**config.mk**
```make
export PLATFORM = sky130hd
export DESIGN_NAME = key_debounce_flat
export DESIGN_NICKNAME = d
export VERILOG_FILES = /design/src/rtl/board_pkg.sv /design/src/rtl/key_debounce_if.sv /design/src/rtl/sync_2ff.sv /design/src/rtl/key_debounce.sv /design/src/flat_wrapper.sv
export SDC_FILE = /design/constraint.sdc
export NUM_CORES = 1
export LEC_CHECK = 0
export BUFFER_PORTS_ARGS = -buffer_cell sky130_fd_sc_hd__buf_2
export CORE_UTILIZATION = 35
export DETAILED_ROUTE_END_ITERATION = 8
export SLEW_MARGIN = 25
export SYNTH_ARGS = -nofsm -noshare
export SYNTH_HDL_FRONTEND = slang
export SYNTH_SLANG_ARGS = --single-unit
```
**constraint.sdc**
```tcl
create_clock -name sys_clk -period 2.6 [get_ports sys_clk]
set_input_delay 0.78 -clock sys_clk [delete_from_list [all_inputs] [get_ports sys_clk]]
set_output_delay 0.78 -clock sys_clk [all_outputs]
set_load 0.1 [all_outputs]
```
**src/rtl/board_pkg.sv**
```systemverilog
// Board-wide constants and shared types for the push-button front end.
// Imported by the key conditioning logic and the board top level.
package board_pkg;

  localparam int unsigned SYS_CLK_HZ = 50_000_000;

  function automatic int unsigned ms_to_cycles(
    input int unsigned ms
  );
    return ms * (SYS_CLK_HZ / 1000);
  endfunction

  typedef enum logic [1:0] {
    IDLE,
    PRESSED,
    LONG
  } key_state_e;

endpackage

```
**src/rtl/key_debounce_if.sv**
```systemverilog
// Key pin in, clean level and press/release/long events out.
// master = the debouncer, slave = the consumer of the events.
interface key_debounce_if;

  logic key_in;
  logic key_level;
  logic press_pulse;
  logic release_pulse;
  logic long_pulse;
  logic long_held;

  modport master (
    input  key_in,
    output key_level,
    output press_pulse,
    output release_pulse,
    output long_pulse,
    output long_held
  );

  modport slave (
    output key_in,
    input  key_level,
    input  press_pulse,
    input  release_pulse,
    input  long_pulse,
    input  long_held
  );

endinterface

```
**src/rtl/sync_2ff.sv**
```systemverilog
// Generic two-flop synchroniser for asynchronous board pins.
// RST_VAL lets each pin reset to its own idle level.
module sync_2ff #(
  parameter int          W       = 1,
  parameter logic [W-1:0] RST_VAL = '0
) (
  input  logic         sys_clk,
  input  logic         reset,
  input  logic [W-1:0] d,
  output logic [W-1:0] q
);

  logic [W-1:0] meta;

  always_ff @(posedge sys_clk) begin
    if (reset) begin
      meta <= RST_VAL;
      q    <= RST_VAL;
    end else begin
      meta <= d;
      q    <= meta;
    end
  end

endmodule

```
**src/rtl/key_debounce.sv**
```systemverilog
// Push-button conditioner: sync, debounce, and press/release/long
// event generation for one key.
module key_debounce
  import board_pkg::*;
#(
  parameter int DEBOUNCE_CYCLES = 1000000,
  parameter int LONG_CYCLES     = 50000000,
  parameter int ACTIVE_LOW      = 1
) (
  input  logic           sys_clk,
  input  logic           reset,
  key_debounce_if.master kif
);

  localparam int DW = $clog2(DEBOUNCE_CYCLES) + 1;
  localparam int HW = $clog2(LONG_CYCLES) + 1;

  localparam logic REL_LVL = (ACTIVE_LOW != 0);

  localparam logic [DW-1:0] DB_LAST =
    DW'(DEBOUNCE_CYCLES - 1);
  localparam logic [HW-1:0] LONG_LAST =
    HW'(LONG_CYCLES - 1);

  logic          key_sync;
  logic          s;
  logic          diff;
  logic          accept;
  logic [DW-1:0] db_cnt;

  key_state_e    state_q, state_d;
  logic [HW-1:0] hold_q, hold_d, hold_inc;
  logic          level_q, level_d;
  logic          held_q, held_d;
  logic          press_q, press_d;
  logic          rel_q, rel_d;
  logic          long_q, long_d;

  sync_2ff #(
    .W       (1),
    .RST_VAL (REL_LVL)
  ) u_sync (
    .sys_clk (sys_clk),
    .reset   (reset),
    .d       (kif.key_in),
    .q       (key_sync)
  );

  // s is 1 while pressed, whatever the pin polarity
  assign s      = key_sync ^ REL_LVL;
  assign diff   = (s != level_q);
  assign accept = diff && (db_cnt == DB_LAST);

  always_ff @(posedge sys_clk) begin
    if (reset) begin
      db_cnt <= '0;
    end else if (!diff || accept) begin
      db_cnt <= '0;
    end else begin
      db_cnt <= db_cnt + DW'(1);
    end
  end

  assign hold_inc = (&hold_q) ? hold_q
                              : hold_q + HW'(1);

  always_ff @(posedge sys_clk) begin
    if (reset) begin
      state_q <= IDLE;
      hold_q  <= '0;
      level_q <= 1'b0;
      held_q  <= 1'b0;
      press_q <= 1'b0;
      rel_q   <= 1'b0;
      long_q  <= 1'b0;
    end else begin
      state_q <= state_d;
      hold_q  <= hold_d;
      level_q <= level_d;
      held_q  <= held_d;
      press_q <= press_d;
      rel_q   <= rel_d;
      long_q  <= long_d;
    end
  end

  always_comb begin
    state_d = state_q;
    hold_d  = hold_q;
    level_d = level_q;
    held_d  = held_q;
    press_d = 1'b0;
    rel_d   = 1'b0;
    long_d  = 1'b0;
    unique case (state_q)
      IDLE: begin
        if (accept) begin
          state_d = PRESSED;
          press_d = 1'b1;
          level_d = 1'b1;
          hold_d  = '0;
        end
      end
      PRESSED: begin
        hold_d = hold_inc;
        // release beats a long threshold on the same edge
        if (accept) begin
          state_d = IDLE;
          rel_d   = 1'b1;
          level_d = 1'b0;
        end else if (hold_inc == LONG_LAST) begin
          state_d = LONG;
          long_d  = 1'b1;
          held_d  = 1'b1;
        end
      end
      LONG: begin
        if (accept) begin
          state_d = IDLE;
          rel_d   = 1'b1;
          level_d = 1'b0;
          held_d  = 1'b0;
        end
      end
      default: begin
        state_d = IDLE;
        level_d = 1'b0;
        held_d  = 1'b0;
      end
    endcase
  end

  assign kif.key_level     = level_q;
  assign kif.press_pulse   = press_q;
  assign kif.release_pulse = rel_q;
  assign kif.long_pulse    = long_q;
  assign kif.long_held     = held_q;

endmodule

```
**src/flat_wrapper.sv**
```systemverilog
// flat-port wrapper written by rule: the top's interface ports become plain ports
module key_debounce_flat import board_pkg::*;
#(
  parameter int DEBOUNCE_CYCLES = 1000000,
  parameter int LONG_CYCLES     = 50000000,
  parameter int ACTIVE_LOW      = 1
)
  (sys_clk, reset, kif_key_in, kif_key_level, kif_press_pulse, kif_release_pulse, kif_long_pulse, kif_long_held);
  key_debounce_if kif_i ();
  input  logic sys_clk;
  input  logic reset;
  input wire logic [$bits(kif_i.key_in)-1:0] kif_key_in;
  output wire logic [$bits(kif_i.key_level)-1:0] kif_key_level;
  output wire logic [$bits(kif_i.press_pulse)-1:0] kif_press_pulse;
  output wire logic [$bits(kif_i.release_pulse)-1:0] kif_release_pulse;
  output wire logic [$bits(kif_i.long_pulse)-1:0] kif_long_pulse;
  output wire logic [$bits(kif_i.long_held)-1:0] kif_long_held;
  assign kif_i.key_in = kif_key_in;
  assign kif_key_level = kif_i.key_level;
  assign kif_press_pulse = kif_i.press_pulse;
  assign kif_release_pulse = kif_i.release_pulse;
  assign kif_long_pulse = kif_i.long_pulse;
  assign kif_long_held = kif_i.long_held;
  key_debounce #(.DEBOUNCE_CYCLES(DEBOUNCE_CYCLES), .LONG_CYCLES(LONG_CYCLES), .ACTIVE_LOW(ACTIVE_LOW)) u_core (.sys_clk(sys_clk), .reset(reset), .kif(kif_i));
endmodule
```
* Word-level counts from Yosys, hierarchy flattened *
Index checks and enable logic that the tools add are counted.

operators by class
  add/sub/neg operators = 2
  muxes and demuxes = 16
  bitwise logic cells = 4
  reductions and logical operators = 15
  equal/unequal tests = 11

operators by type and width
  kind                                                                      count
  27-bit 2-to-1 mux                                                         2
  27-bit case mux with 2 select lines                                       1
  27-bit by 1-bit adder with 27-bit output (second input constant)          1
  27-bit by 26-bit == test with 1-bit output (second input constant)        1
  27-bit AND reduction                                                      1
  21-bit by 1-bit adder with 21-bit output (second input constant)          1
  21-bit by 20-bit == test with 1-bit output (second input constant)        1
  2-bit 2-to-1 mux                                                          4
  2-bit by 1-bit inequality test with 1-bit output (second input constant)  4
  2-bit OR reduction                                                        4
  1-bit 2-to-1 mux                                                          6
  2-bit case mux with 3 select lines                                        1
  1-bit inverter                                                            4
  2-bit AND reduction                                                       2
  4-bit AND reduction                                                       1
  3-bit by 1-bit inequality test with 1-bit output (second input constant)  1
  1-bit case mux with 3 select lines                                        1
  3-bit AND reduction                                                       1
  3-bit OR reduction                                                        1
  2-bit by 1-bit == test with 1-bit output (second input constant)          1
  2-bit == test (second input constant)                                     1
  2-bit logical NOT                                                         1
  2-bit inequality test (second input constant)                             1
  1-bit case mux with 2 select lines                                        1
  5 further kinds                                                           5

storage, ports and cells
  bits in registers = 57
  logic and storage cells = 58
  output and inout bits = 5
  input bits = 3

* Depth between registers and ports, before layout *
Gate-level depths: netlist (run 1).

  depth in word-level cells = 6
  gate-level depth with buffers = 10
  mapped depth without buffers = 9

* Modules after synthesis *
A second synthesis (run 1) with hierarchy kept.

second synthesis, totals
  cells, all modules = 408
  area total of the unflattened synthesis = 3,211.8 µm²

modules (own cells, without submodules)
  module        seq. area each (µm²)  times used  cells an instance  area an instance (µm²)
  key_debounce  1,101.1               1           404                3,159.3
  sync_2ff      40.0                  1           4                  52.6

* Least setup slack after synthesis (run 1) *
No wires, ideal clock.

  kind = reg-to-reg
  start = register u_core.hold_q[0]
  end = register u_core.held_q, in the netlist u_core.kif.long_held
  arrival time = 2.717 ns
  library setup time = 0.071 ns
  setup slack = -0.188 ns
  stages on the path, launching flop included = 10
  period minus slack after synthesis = 2.788 ns
  buffers on the path = 0
  required time = 2.529 ns
  path through = dfxtp_1 > ha_1 > and3_1 > nand2_4 > nor4_4 > xnor2_1 > or4_1 > a2111o_1 > or4_1 > a21oi_1

on the way
  cells in the longest elaborated chain, start to end = 5
  elaborated cells between the ends (all ways) = 6
  those cells by class = 1 x add/sub; 2 x eq/ne; 1 x mux; 2 x reduce/logical

ends and longest elaborated chain
  what                                                                              line                                    source
  start: declaration                                                                key_debounce.sv:32                      logic [HW-1:0] hold_q, hold_d, hold_inc;
  start signal: assignment                                                          key_debounce.sv:78                      hold_q <= hold_d;
  27-bit by 1-bit adder with 27-bit output or 27-bit AND reduction (tied branches)  key_debounce.sv:65, key_debounce.sv:64
  27-bit 2-to-1 mux (*)                                                             key_debounce.sv:64                      assign hold_inc = (&hold_q) ? hold_q
  27-bit by 26-bit == test with 1-bit output (*)                                    key_debounce.sv:111                     end else if (hold_inc == LONG_LAST) begin
  2-bit by 1-bit inequality test with 1-bit output (no source line) (*)             -
  4-bit AND reduction (no source line) (*)                                          -
  end signal: assignment                                                            key_debounce.sv:80                      held_q <= held_d;
  end: declaration                                                                  key_debounce.sv:34                      logic held_q, held_d;

Every way passes the cells marked *; elsewhere a longest branch is shown, timed or not.
A chain may end at the register's enable or synchronous reset.

* Worst setup path in the final report (run 1) *
  start = register u_core.hold_q[3]
  end = register u_core.held_q, in the netlist u_core.kif.long_held

Same word-level chain as after synthesis.

==> results of run 1 <==
## layer usage
metal	vias up	wire, um
li1	1627	-
met1	1474	3856
met2	70	3947
met3	17	349
met4	0	230
met5	-	0
## state kept, by name, indices dropped and copies added (netlist names)
name                      flops
u_core.kif.long_held          1
u_core.u_sync.meta            1
u_core.kif.long_pulse         1
u_core.db_cnt                21
u_core.kif.key_level          1
u_core.u_sync.q               1
u_core.hold_q                27
u_core.kif.release_pulse      1
u_core.state_q                2
u_core.kif.press_pulse        1
## metrics by stage
stage | setup WS [ns] | cells | hold WS, ns | util
4_1_cts | -0.1422 | 619 | 0.4164 | 0.4604
5_1_grt | -0.2849 | 620 | 0.4310 | 0.4639
6_report | -0.1404 | 620 | 0.4108 | 0.4639
2_1_floorplan | -0.03346 | 416 | 0.3895 | -
3_3_place_gp | -0.1147 | 601 | 0.3928 | 0.4337
3_5_place_dp | -0.1470 | 601 | 0.3957 | 0.4337
## placed cells by master (no fill, tap or decap), types with 7 or more instances in the layout
master                     netlist  final
sky130_fd_sc_hd__nor3_1         17     16
sky130_fd_sc_hd__inv_1          10     10
sky130_fd_sc_hd__nand2_1        41     41
sky130_fd_sc_hd__and4_1         10      9
sky130_fd_sc_hd__nand4_1        10     10
sky130_fd_sc_hd__o21ai_0        21     20
sky130_fd_sc_hd__clkbuf_8        0      9
sky130_fd_sc_hd__xor2_1         13     13
sky130_fd_sc_hd__nand3_1        19     17
sky130_fd_sc_hd__dfxtp_1        57     43
sky130_fd_sc_hd__buf_4           4     75
sky130_fd_sc_hd__buf_2           1      7
sky130_fd_sc_hd__a21oi_1        24     24
sky130_fd_sc_hd__a22oi_1        11     11
sky130_fd_sc_hd__dfxtp_2         0     12
sky130_fd_sc_hd__and3_1          9      7
sky130_fd_sc_hd__xnor2_1        13     13
sky130_fd_sc_hd__nor2_1         51     51
## timing repair
item | 4_1_cts | 5_1_grt
pin swaps | 2 | 3
setup endpoints to repair | 3 | 4
hold buffers | 0 | 0
setup buffers | 2 | 1
resized for setup | 7 | 9
## layout make-up
cell class | count | share of cell area
Timing Repair Buffer | 84 | 0.1448
Clock inverter | 7 | 0.01810
Multi-Input combinational cell | 323 | 0.4895
Inverter | 11 | 0.009632
Sequential cell | 57 | 0.2715
Clock buffer | 9 | 0.02890
Tap cell | 129 | 0.03765
## power by group
part | leakage (nW) | switching, mW | internal [mW]
logic | 1.05 | 0.0131 | 0.00517
registers | 0.467 | 0.000770 | 0.872
clock network | 0.100 | 0.412 | 0.450
total | 1.62 | 0.426 | 1.33
## worst min path at each step
stage / to / slack, ns / from
finish: u_core.u_sync.q$_SDFF_PP1_ / 0.41 / u_core.u_sync.meta$_SDFF_PP1_
global route: u_core.u_sync.q$_SDFF_PP1_ / 0.43 / u_core.u_sync.meta$_SDFF_PP1_
CTS: u_core.u_sync.q$_SDFF_PP1_ / 0.42 / u_core.u_sync.meta$_SDFF_PP1_
detailed placement: u_core.u_sync.q$_SDFF_PP1_ / 0.40 / u_core.u_sync.meta$_SDFF_PP1_
global placement: u_core.u_sync.q$_SDFF_PP1_ / 0.39 / u_core.u_sync.meta$_SDFF_PP1_
floorplan: u_core.u_sync.q$_SDFF_PP1_ / 0.39 / u_core.u_sync.meta$_SDFF_PP1_
## logic make-up (layout without fill, tap and decap cells)
group,count (synthesis),in the layout
AO/OA/AOI/OAI,84,84
XOR/XNOR,26,26
adder cells (fa/ha/maj),5,5
buffers and inverters,36,111
flip-flops,57,57
multiplexers,5,5
AND/OR/NAND/NOR,203,203
==> impl_metrics.env, run 1 <==
export IMPL_report_final_setup_viol=4
export IMPL_timing_critical_path_to_type="flop"
export IMPL_critical_path_cell_chain="buf_4, and3_4, nand2_4, nor4_4, xnor2_1, or4_1, a2111o_1, or4_1, a21oi_1"
export IMPL_via_count_of_the_first_global_routing_pass=2976
export IMPL_combinational_family_with_the_most_area_after_synthesis="simple AND/OR/NAND/NOR gates"
export IMPL_layout_filler_cells=911
export IMPL_critical_path_depth=9
export IMPL_clk_root_buffer_cell="sky130_fd_sc_hd__clkbuf_8"
export IMPL_ys_async_sr_fraction=0
export IMPL_global_route_peak_usage_layer="met2"
export IMPL_report_final_slew_viol_count=0
export IMPL_io_pins=8
export IMPL_hold_path_class="reg -> reg"
export IMPL_post_synth_main_area_contributors="sky130_fd_sc_hd__dfxtp_1 (34%), sky130_fd_sc_hd__nor2_1 (5.7%), sky130_fd_sc_hd__nand2_1 (4.6%)"
export IMPL_endpoint="u_core.kif.long_held$_SDFFE_PP0P_"
export IMPL_powerDensity_mw_per_mm2=409.0
export IMPL_post_synthesis_xor_xnor_area_fraction=0.06796
export IMPL_die_height_um=99.85
export IMPL_critical_path_n_buffers_inverters=1
export IMPL_p_total_mw=1.753
export IMPL_finalClockSkew_ns=0.01114
export IMPL_post_synth_mux_area_share=0.01568
export IMPL_rsz0062_at_grt="true"
export IMPL_use_met1=0.2275
export IMPL_finish_net_count=494
export IMPL_cp_arrival_ns=3.03
export IMPL_hold_path_depth=1
export IMPL_groute_layer_met2_usage=0.2907
export IMPL_critical_path_most_common_cell="sky130_fd_sc_hd__or4_1"
export IMPL_post_dp_hpwl_um=6100
export IMPL_clk_pin_slew_ns=0.08
export IMPL_max_stage_delay_ns=0.51
export IMPL_drt_initial_drc_count=194
export IMPL_leakagePower_nw=1.621
export IMPL_worst_pin_slew_ns=0.6483
export IMPL_worstPathRequired_ns=2.89
export IMPL_postLayoutSetupSlackWorst_ns=-0.1404
export IMPL_post_route_fraction_of_the_period_consumed_by_the_critical_path=1.054
export IMPL_globalRouteMet3Util=0.04457
export IMPL_post_route_drc_count=0
export IMPL_postPlaceCellArea_mm2=0.004008
export IMPL_setup_total_negative_slack_ns=-0.2072
export IMPL_adder_cell_area_share_of_the_yosys_netlist=0.01867
export IMPL_dieWidth_um=99.85
export IMPL_max_vdd_ir_drop_mv=0.2895
export IMPL_core_area_mm2=0.009240
export IMPL_synth_cell_types=56
export IMPL_hold_viol_final=0
export IMPL_critPathLaunchType="flop"
export IMPL_post_synthesis_sequential_element_count=57
export IMPL_diodes=0
export IMPL_synth_area_per_cell_um2=8.055
export IMPL_ff_latch_area_mm2=0.001164
export IMPL_clock_insertion_delay_worst_skew_ns=0.36
export IMPL_rr_startpoint="u_core.hold_q[3]$_SDFFE_PP0P_"
export IMPL_cts_inserted_buffers=9
export IMPL_grt_antenna_before_repair=0
export IMPL_cpMaxStageDelayCell="sky130_fd_sc_hd__or4_1"
export IMPL_timing_max_cap_violations=0
export IMPL_post_drt_antenna_nets=0
export IMPL_cpLargestDelayFamily="simple AND/OR/NAND/NOR gates"
export IMPL_critPathLaunch="u_core.hold_q[3]$_SDFFE_PP0P_"
export IMPL_synth_warnings=0
export IMPL_dr_total_vias=3188
export IMPL_replace_congestion=0.8786
export IMPL_post_route_cells_drive_above_1_share=0.2974
export IMPL_gr_usage_all_layers=0.1814
export IMPL_max_freq_mhz=364.9
export IMPL_total_clock_sinks=57
export IMPL_synth_largest_type_area_fraction=0.3406
export IMPL_synth_most_common_cell="sky130_fd_sc_hd__dfxtp_1"
export IMPL_htreeDepth=3
export IMPL_rr_endpoint="u_core.kif.long_held$_SDFFE_PP0P_"
export IMPL_synthSimpleGateAreaFrac=0.3428
export IMPL_outcome="finished with violations"
export IMPL_maximum_number_of_pins_on_one_net_before_global_route_repair=33
export IMPL_drt_total_wl_um=8383
export IMPL_synth_cells=416
export IMPL_post_route_min_period_ns=2.740
export IMPL_area_delta_synth_final_pct=27.93
export IMPL_count_of_flip_flops_with_a_built_in_enable_after_synthesis=0
export IMPL_cts_tree="done"
export IMPL_seq_total_area_yosys=0.3406
export IMPL_yosysTopAreaCell="sky130_fd_sc_hd__dfxtp_1"
export IMPL_peak_fanout_along_the_critical_path=4
export IMPL_multi_input_area_mm2=0.002098
export IMPL_rr_worst_depth=9
export IMPL_start_util=0.3626
export IMPL_max_slew_margin=0.5678
export IMPL_grt_overflow_total=0
export IMPL_vias_per_cell=5.142
export IMPL_clockBufferDepth=2
export IMPL_layout_cell_area_non_filler_mm2=0.004287
export IMPL_crit_type="reg -> reg"
export IMPL_firstDrtPassIters=5
export IMPL_grt_first_pass_wirelength_um=14140
export IMPL_fp_dieArea_mm2=0.009969
export IMPL_synth_cells_most_frequent="sky130_fd_sc_hd__dfxtp_1 (57), sky130_fd_sc_hd__nor2_1 (51), sky130_fd_sc_hd__nand2_1 (41)"
export IMPL_worst_r2r_setup_slack_ns=-0.14
export IMPL_syn_cell_area_mm2=0.003351
export IMPL_yosys_most_used_dff="sky130_fd_sc_hd__dfxtp_1"
export IMPL_number_of_placement_rows=35
export IMPL_synth_area_in_compound_gates=0.1602
export IMPL_place_port_buffers=7
export IMPL_drt_wirelength_per_cell_um=13.52
export IMPL_violations="setup timing"
export IMPL_mapped_nets=424
Note: power is estimated with default switching activity, not from simulation.
==> run 2: changes to the inputs <==
--- a/config.mk
+++ b/config.mk
@@ -8,6 +8,8 @@
 export BUFFER_PORTS_ARGS = -buffer_cell sky130_fd_sc_hd__buf_2
 export CORE_UTILIZATION = 35
 export DETAILED_ROUTE_END_ITERATION = 8
+export GPL_TIMING_DRIVEN = 1
+export SKIP_LAST_GASP = 1
 export SLEW_MARGIN = 25
 export SYNTH_ARGS = -nofsm -noshare
 export SYNTH_HDL_FRONTEND = slang
==> run 2 against run 1 <==
The flow still finishes with violations (setup timing). Sequential cell count unchanged. Non-clock buffer count stayed put. Die area is the same. Clock power about the same. Routed wire length down 0.14%. Global-route usage hardly changed. Combinational power hardly changed. Sequential power hardly changed. Critical path type unchanged. Largest power group unchanged.
==> impl_metrics.env, run 2 (synthesized netlist as in run 1, its figures left out) <==
export IMPL_maximum_number_of_pins_on_one_net_before_global_route_repair=33
export IMPL_rr_worst_depth=9
export IMPL_drt_wirelength_per_cell_um=13.50
export IMPL_start_util=0.3626
export IMPL_grt_antenna_before_repair=0
export IMPL_clockBufferDepth=2
export IMPL_diodes=0
export IMPL_worst_pin_slew_ns=0.6639
export IMPL_hold_end="u_core.u_sync.q$_SDFF_PP1_"
export IMPL_cp_arrival_ns=3.03
export IMPL_holdWs_ns=0.4112
export IMPL_clk_root_buffer_cell="sky130_fd_sc_hd__clkbuf_8"
export IMPL_firstDrtPassIters=4
export IMPL_power_sequential_fraction=0.498
export IMPL_layoutNonFillerInstCount=620
export IMPL_largest_register_ffs=27
export IMPL_registers_top_by_ff_count="u_core.hold_q"
export IMPL_gr_usage_all_layers=0.1812
export IMPL_commonest_non_fill_non_tap_cell_in_the_layout="sky130_fd_sc_hd__buf_4"
export IMPL_post_route_util=0.4635
export IMPL_postLayoutSetupSlackWorst_ns=-0.1386
export IMPL_leakagePower_nw=1.620
export IMPL_post_route_cells_drive_above_1_share=0.2974
export IMPL_setup_total_negative_slack_ns=-0.1981
export IMPL_powerDensity_mw_per_mm2=408.8
export IMPL_finish_net_count=494
export IMPL_replace_congestion=0.8786
export IMPL_dr_total_vias=3150
export IMPL_hold_path_class="reg -> reg"
export IMPL_report_final_setup_viol=3
export IMPL_report_final_slew_viol_count=0
export IMPL_max_vdd_ir_drop_mv=0.2897
export IMPL_max_freq_mhz=365.1
export IMPL_post_route_min_period_ns=2.739
export IMPL_io_pins=8
export IMPL_post_dp_hpwl_um=6100
export IMPL_hold_path_depth=1
export IMPL_layout_filler_cells=911
export IMPL_netSwitchingFraction=0.2422
export IMPL_area_delta_synth_final_pct=27.82
export IMPL_peak_fanout_along_the_critical_path=4
export IMPL_reg_top3="u_core.hold_q (27), u_core.db_cnt (21), u_core.state_q (2)"
export IMPL_max_slew_margin=0.5574
export IMPL_crit_type="reg -> reg"
export IMPL_finalClockSkew_ns=0.01039
export IMPL_outcome="finished with violations"
export IMPL_worst_r2r_setup_slack_ns=-0.14
export IMPL_core_area_mm2=0.009240
export IMPL_hold_viol_final=0
export IMPL_grt_first_pass_wirelength_um=14120
export IMPL_switching_power_mw=0.4241
export IMPL_clock_power_share=0.491
export IMPL_place_port_buffers=7
export IMPL_share_comb_of_total_power=0.010
export IMPL_p_int_mw=1.327
export IMPL_rr_endpoint="u_core.kif.long_held$_SDFFE_PP0P_"
export IMPL_via_count_of_the_first_global_routing_pass=2977
export IMPL_worstHoldStart="u_core.u_sync.meta$_SDFF_PP1_"
export IMPL_timing_max_cap_violations=0
export IMPL_place_worst_setup_slack_ns=-0.1470
export IMPL_clk_pin_slew_ns=0.08
export IMPL_layout_cell_area_non_filler_mm2=0.004283
export IMPL_cts_hold_fix_buffers=0
export IMPL_worstPathRequired_ns=2.89
export IMPL_numPlacedInstances=601
export IMPL_total_clock_sinks=57
export IMPL_die_height_um=99.85
export IMPL_fp_dieArea_mm2=0.009969
export IMPL_critPathLaunchType="flop"
export IMPL_post_route_fraction_of_the_period_consumed_by_the_critical_path=1.053
export IMPL_postPlaceCellArea_mm2=0.004008
export IMPL_violations="setup timing"
export IMPL_cts_tree="done"
export IMPL_htreeDepth=3
export IMPL_post_drt_antenna_nets=0
export IMPL_timing_critical_path_to_type="flop"
export IMPL_post_route_drc_count=0
export IMPL_vias_per_cell=5.081
export IMPL_grt_overflow_total=0
export IMPL_drt_initial_drc_count=195
export IMPL_final_cell_mix="sky130_fd_sc_hd__buf_4 (76), sky130_fd_sc_hd__nor2_1 (51), sky130_fd_sc_hd__dfxtp_1 (43), sky130_fd_sc_hd__nand2_1 (41), sky130_fd_sc_hd__a21oi_1 (24)"
export IMPL_clock_insertion_delay_worst_skew_ns=0.35
export IMPL_dieWidth_um=99.85
export IMPL_cts_inserted_buffers=9
export IMPL_number_of_placement_rows=35
export IMPL_p_total_mw=1.751
export IMPL_rsz0062_at_grt="true"
export IMPL_drt_total_wl_um=8371
export IMPL_rr_startpoint="u_core.hold_q[3]$_SDFFE_PP0P_"
run 2: worst max-delay path, stage by stage, from the launching register on:
cell and delay (ns):
sky130_fd_sc_hd__dfxtp_1 0.39, sky130_fd_sc_hd__buf_4 0.15, sky130_fd_sc_hd__and3_4 0.19, sky130_fd_sc_hd__nand2_4 0.06
sky130_fd_sc_hd__nor4_4 0.31, sky130_fd_sc_hd__xnor2_1 0.12, sky130_fd_sc_hd__or4_1 0.51, sky130_fd_sc_hd__a2111o_1 0.31
sky130_fd_sc_hd__or4_1 0.48, sky130_fd_sc_hd__a21oi_1 0.14
run 2: metal layers:
metal | wire length [um] | global-route usage
met2 | 3967 | 0.2907
met5 | 0 | 0
met3 | 293 | 0.04457
met4 | 244 | 0.08937
met1 | 3866 | 0.2271
run 2: worst max-delay path by stage:
| stage | start | to |
|---|---|---|
| after floorplan | u_core.hold_q[0]$_SDFFE_PP0P_ | u_core.kif.long_held$_SDFFE_PP0P_ |
| after global placement | u_core.hold_q[17]$_SDFFE_PP0P_ | u_core.kif.long_held$_SDFFE_PP0P_ |
| after detailed placement | u_core.hold_q[14]$_SDFFE_PP0P_ | u_core.kif.long_held$_SDFFE_PP0P_ |
| after CTS | u_core.hold_q[18]$_SDFFE_PP0P_ | u_core.kif.long_held$_SDFFE_PP0P_ |
| after global routing | u_core.hold_q[10]$_SDFFE_PP0P_ | u_core.kif.long_held$_SDFFE_PP0P_ |
| final | u_core.hold_q[3]$_SDFFE_PP0P_ | u_core.kif.long_held$_SDFFE_PP0P_ |
run 2: area by class of cell:
cell class | count | area (um^2) | area share
Multi-Input combinational cell | 323 | 2098 | 0.4899
Sequential cell | 57 | 1164 | 0.2717
Timing Repair Buffer | 84 | 616.8 | 0.1440
Tap cell | 129 | 161.4 | 0.03769
Clock buffer | 9 | 123.9 | 0.02892
Clock inverter | 7 | 77.57 | 0.01811
Inverter | 11 | 41.29 | 0.009641
run 2: repair_timing:
action                     in CTS  in global routing
gates resized for setup         5                 10
setup endpoints to repair       3                  4
pin swaps                       2                  3
buffers inserted                2                  1
run 2: power groups by stage:
| stage | registers (mW) | clock network, mW | logic [mW] |
|---|---|---|---|
| 3_3_place_gp | 0.893 | 0 | 0.0184 |
| 3_5_place_dp | 0.893 | 0 | 0.0187 |
| 4_1_cts | 0.873 | 0.889 | 0.0187 |
| 2_1_floorplan | 0.893 | 0 | 0.0129 |
| 6_report | 0.873 | 0.860 | 0.0182 |
| 5_1_grt | 0.873 | 0.927 | 0.0209 |
==> run 3: changes to the inputs <==
--- a/config.mk
+++ b/config.mk
@@ -9,6 +9,7 @@
 export CORE_UTILIZATION = 35
 export DETAILED_ROUTE_END_ITERATION = 8
 export GPL_TIMING_DRIVEN = 1
+export PLACE_DENSITY = 0.55
 export SKIP_LAST_GASP = 1
 export SLEW_MARGIN = 25
 export SYNTH_ARGS = -nofsm -noshare
==> run 3 against run 2 <==
The flow still finishes with violations (setup timing). Routed wire length rose by 8.4%. Die area stayed put. Maximum frequency decreased by 2.4%.
==> impl_metrics.env, run 3 (synthesized netlist as in run 1, its figures left out) <==
export IMPL_final_cell_mix="sky130_fd_sc_hd__buf_4 (76), sky130_fd_sc_hd__nor2_1 (51), sky130_fd_sc_hd__dfxtp_1 (42), sky130_fd_sc_hd__nand2_1 (40), sky130_fd_sc_hd__a21oi_1 (24)"
export IMPL_cts_tree="done"
export IMPL_finish_net_count=497
export IMPL_timing_max_cap_violations=0
export IMPL_grt_first_pass_wirelength_um=15030
export IMPL_clockBufferDepth=2
export IMPL_clock_power_share=0.545
export IMPL_diodes=0
export IMPL_fp_dieArea_mm2=0.009969
export IMPL_registers_top_by_ff_count="u_core.hold_q"
export IMPL_core_area_mm2=0.009240
export IMPL_firstDrtPassIters=5
export IMPL_drt_wirelength_per_cell_um=14.57
export IMPL_cpLargestDelayFamily="simple AND/OR/NAND/NOR gates"
export IMPL_switching_power_mw=0.4371
export IMPL_largest_register_ffs=27
export IMPL_report_final_slew_viol_count=0
export IMPL_worst_r2r_setup_slack_ns=-0.21
export IMPL_post_route_drc_count=0
export IMPL_postPlaceCellArea_mm2=0.003970
export IMPL_postLayoutSetupSlackWorst_ns=-0.2057
export IMPL_hold_path_class="reg -> reg"
export IMPL_start_util=0.3626
export IMPL_grt_antenna_before_repair=0
export IMPL_peak_fanout_along_the_critical_path=3
export IMPL_powerDensity_mw_per_mm2=446.0
export IMPL_die_height_um=99.85
export IMPL_layout_cell_area_non_filler_mm2=0.004394
export IMPL_critPathLaunchType="flop"
export IMPL_vias_per_cell=5.157
export IMPL_clk_pin_slew_ns=0.08
export IMPL_dieWidth_um=99.85
export IMPL_p_int_mw=1.522
export IMPL_clock_insertion_delay_worst_skew_ns=0.36
export IMPL_critical_path_most_common_cell="sky130_fd_sc_hd__or4_1"
export IMPL_cts_inserted_buffers=9
export IMPL_critical_path_n_buffers_inverters=1
export IMPL_area_delta_synth_final_pct=31.14
export IMPL_layout_filler_cells=892
export IMPL_hold_viol_final=0
export IMPL_report_final_setup_viol=4
export IMPL_htreeDepth=3
export IMPL_grt_overflow_total=0
export IMPL_max_stage_delay_ns=0.53
export IMPL_outcome="finished with violations"
export IMPL_max_slew_margin=0.5582
export IMPL_violations="setup timing"
export IMPL_post_route_min_period_ns=2.806
export IMPL_maximum_number_of_pins_on_one_net_before_global_route_repair=33
export IMPL_max_vdd_ir_drop_mv=0.4460
export IMPL_worst_pin_slew_ns=0.6627
export IMPL_crit_type="reg -> reg"
export IMPL_total_clock_sinks=57
export IMPL_holdWs_ns=0.4137
export IMPL_post_route_util=0.4756
export IMPL_reg_top3="u_core.hold_q (27), u_core.db_cnt (21), u_core.state_q (2)"
export IMPL_commonest_non_fill_non_tap_cell_in_the_layout="sky130_fd_sc_hd__buf_4"
export IMPL_post_drt_antenna_nets=0
export IMPL_cpMaxStageDelayCell="sky130_fd_sc_hd__or4_1"
export IMPL_max_freq_mhz=356.4
export IMPL_timing_critical_path_to_type="flop"
export IMPL_dr_total_vias=3213
export IMPL_netSwitchingFraction=0.2231
export IMPL_gr_usage_all_layers=0.1955
export IMPL_share_comb_of_total_power=0.010
export IMPL_clk_root_buffer_cell="sky130_fd_sc_hd__clkbuf_8"
export IMPL_worstPathRequired_ns=2.89
export IMPL_io_pins=8
export IMPL_finalClockSkew_ns=0.01658
export IMPL_place_port_buffers=7
export IMPL_number_of_placement_rows=35
export IMPL_post_route_fraction_of_the_period_consumed_by_the_critical_path=1.079
export IMPL_leakagePower_nw=1.668
export IMPL_cp_arrival_ns=3.10
export IMPL_power_sequential_fraction=0.445
export IMPL_replace_congestion=0.8528
export IMPL_post_dp_hpwl_um=6399
export IMPL_drt_initial_drc_count=142
export IMPL_via_count_of_the_first_global_routing_pass=3109
export IMPL_critical_path_cell_chain="nand4_4, nor4_4, buf_4, nand3_4, o211a_1, or4_1, a2111o_1, or4_1, a21oi_1"
export IMPL_drt_total_wl_um=9077
export IMPL_post_route_cells_drive_above_1_share=0.3117
export IMPL_rsz0062_at_grt="true"
-- run 3: cell count changes in the layout (fill, tap and decap cells not counted), sizes merged --
| cell | previous run | this run |
|---|---|---|
| clkinvlp | 1 | 0 |
| bufinv | 1 | 3 |
| clkinv | 4 | 3 |
| buf | 84 | 87 |
-- run 3: power by group through the flow --
stage                     Sequential, mW  Combinational (mW)  Clock [mW]
final                              0.872              0.0192        1.07
after global routing               0.872              0.0218        1.14
after CTS                          0.871              0.0194        1.10
after detailed placement           0.893              0.0194           0
after global placement             0.893              0.0190           0
after floorplan                    0.893              0.0129           0
-- run 3: area by class of cell --
cell class / count / area (um^2) / area share
Sequential cell: 57 / 1167 / 0.2657
Clock inverter: 7 / 125.1 / 0.02847
Clock buffer: 9 / 123.9 / 0.02819
Multi-Input combinational cell: 323 / 2125 / 0.4835
Inverter: 11 / 41.29 / 0.009396
Timing Repair Buffer: 87 / 650.6 / 0.1481
Tap cell: 129 / 161.4 / 0.03673
-- run 3: what timing repair did --
action                                  4_1_cts  5_1_grt
resized for setup                            23        3
endpoints found under the setup margin        4        4
cloned                                        0        0
hold buffers                                  0        0
hold endpoints to repair                      0        0
buffers inserted                             10        2
pin swaps                                    12        3
-- run 3: worst reg2reg max path, stage by stage (launching register included) --
cell and delay, ns:
sky130_fd_sc_hd__dfxtp_2 0.36, sky130_fd_sc_hd__nand4_4 0.12, sky130_fd_sc_hd__nor4_4 0.36, sky130_fd_sc_hd__buf_4 0.20, sky130_fd_sc_hd__nand3_4 0.07, sky130_fd_sc_hd__o211a_1 0.14, sky130_fd_sc_hd__or4_1 0.53, sky130_fd_sc_hd__a2111o_1 0.37
sky130_fd_sc_hd__or4_1 0.47, sky130_fd_sc_hd__a21oi_1 0.12
-- run 3: metal layers --
layer  global-route usage  part of all wire
met1               0.2396              0.45
met2               0.3279              0.49
met3              0.04109             0.038
met4              0.09163             0.024
met5                    0                 0
-- run 3: through the flow --
| step | instances | power (mW) | setup TNS [ns] | worst slack [ns] |
|---|---|---|---|---|
| floorplan | 416 | 0.9060 | -0.03346 | -0.03346 |
| global placement | 596 | 0.9122 | -0.3965 | -0.1857 |
| detailed placement | 596 | 0.9126 | -0.4526 | -0.1863 |
| CTS | 621 | 1.988 | -0.2136 | -0.1465 |
| global route | 623 | 2.037 | -0.6523 | -0.2903 |
| finish | 623 | 1.960 | -0.2844 | -0.2057 |
-- run 3: path summary, 6_finish.rpt --
check	from	endpoint	cells after the start
worst max-delay path	u_core.hold_q[17]$_SDFFE_PP0P_	u_core.kif.long_held$_SDFFE_PP0P_	9
worst min-delay path	u_core.u_sync.meta$_SDFF_PP1_	u_core.u_sync.q$_SDFF_PP1_	1
worst max register to register	u_core.hold_q[17]$_SDFFE_PP0P_	u_core.kif.long_held$_SDFFE_PP0P_	9
worst min register to register	u_core.u_sync.meta$_SDFF_PP1_	u_core.u_sync.q$_SDFF_PP1_	1
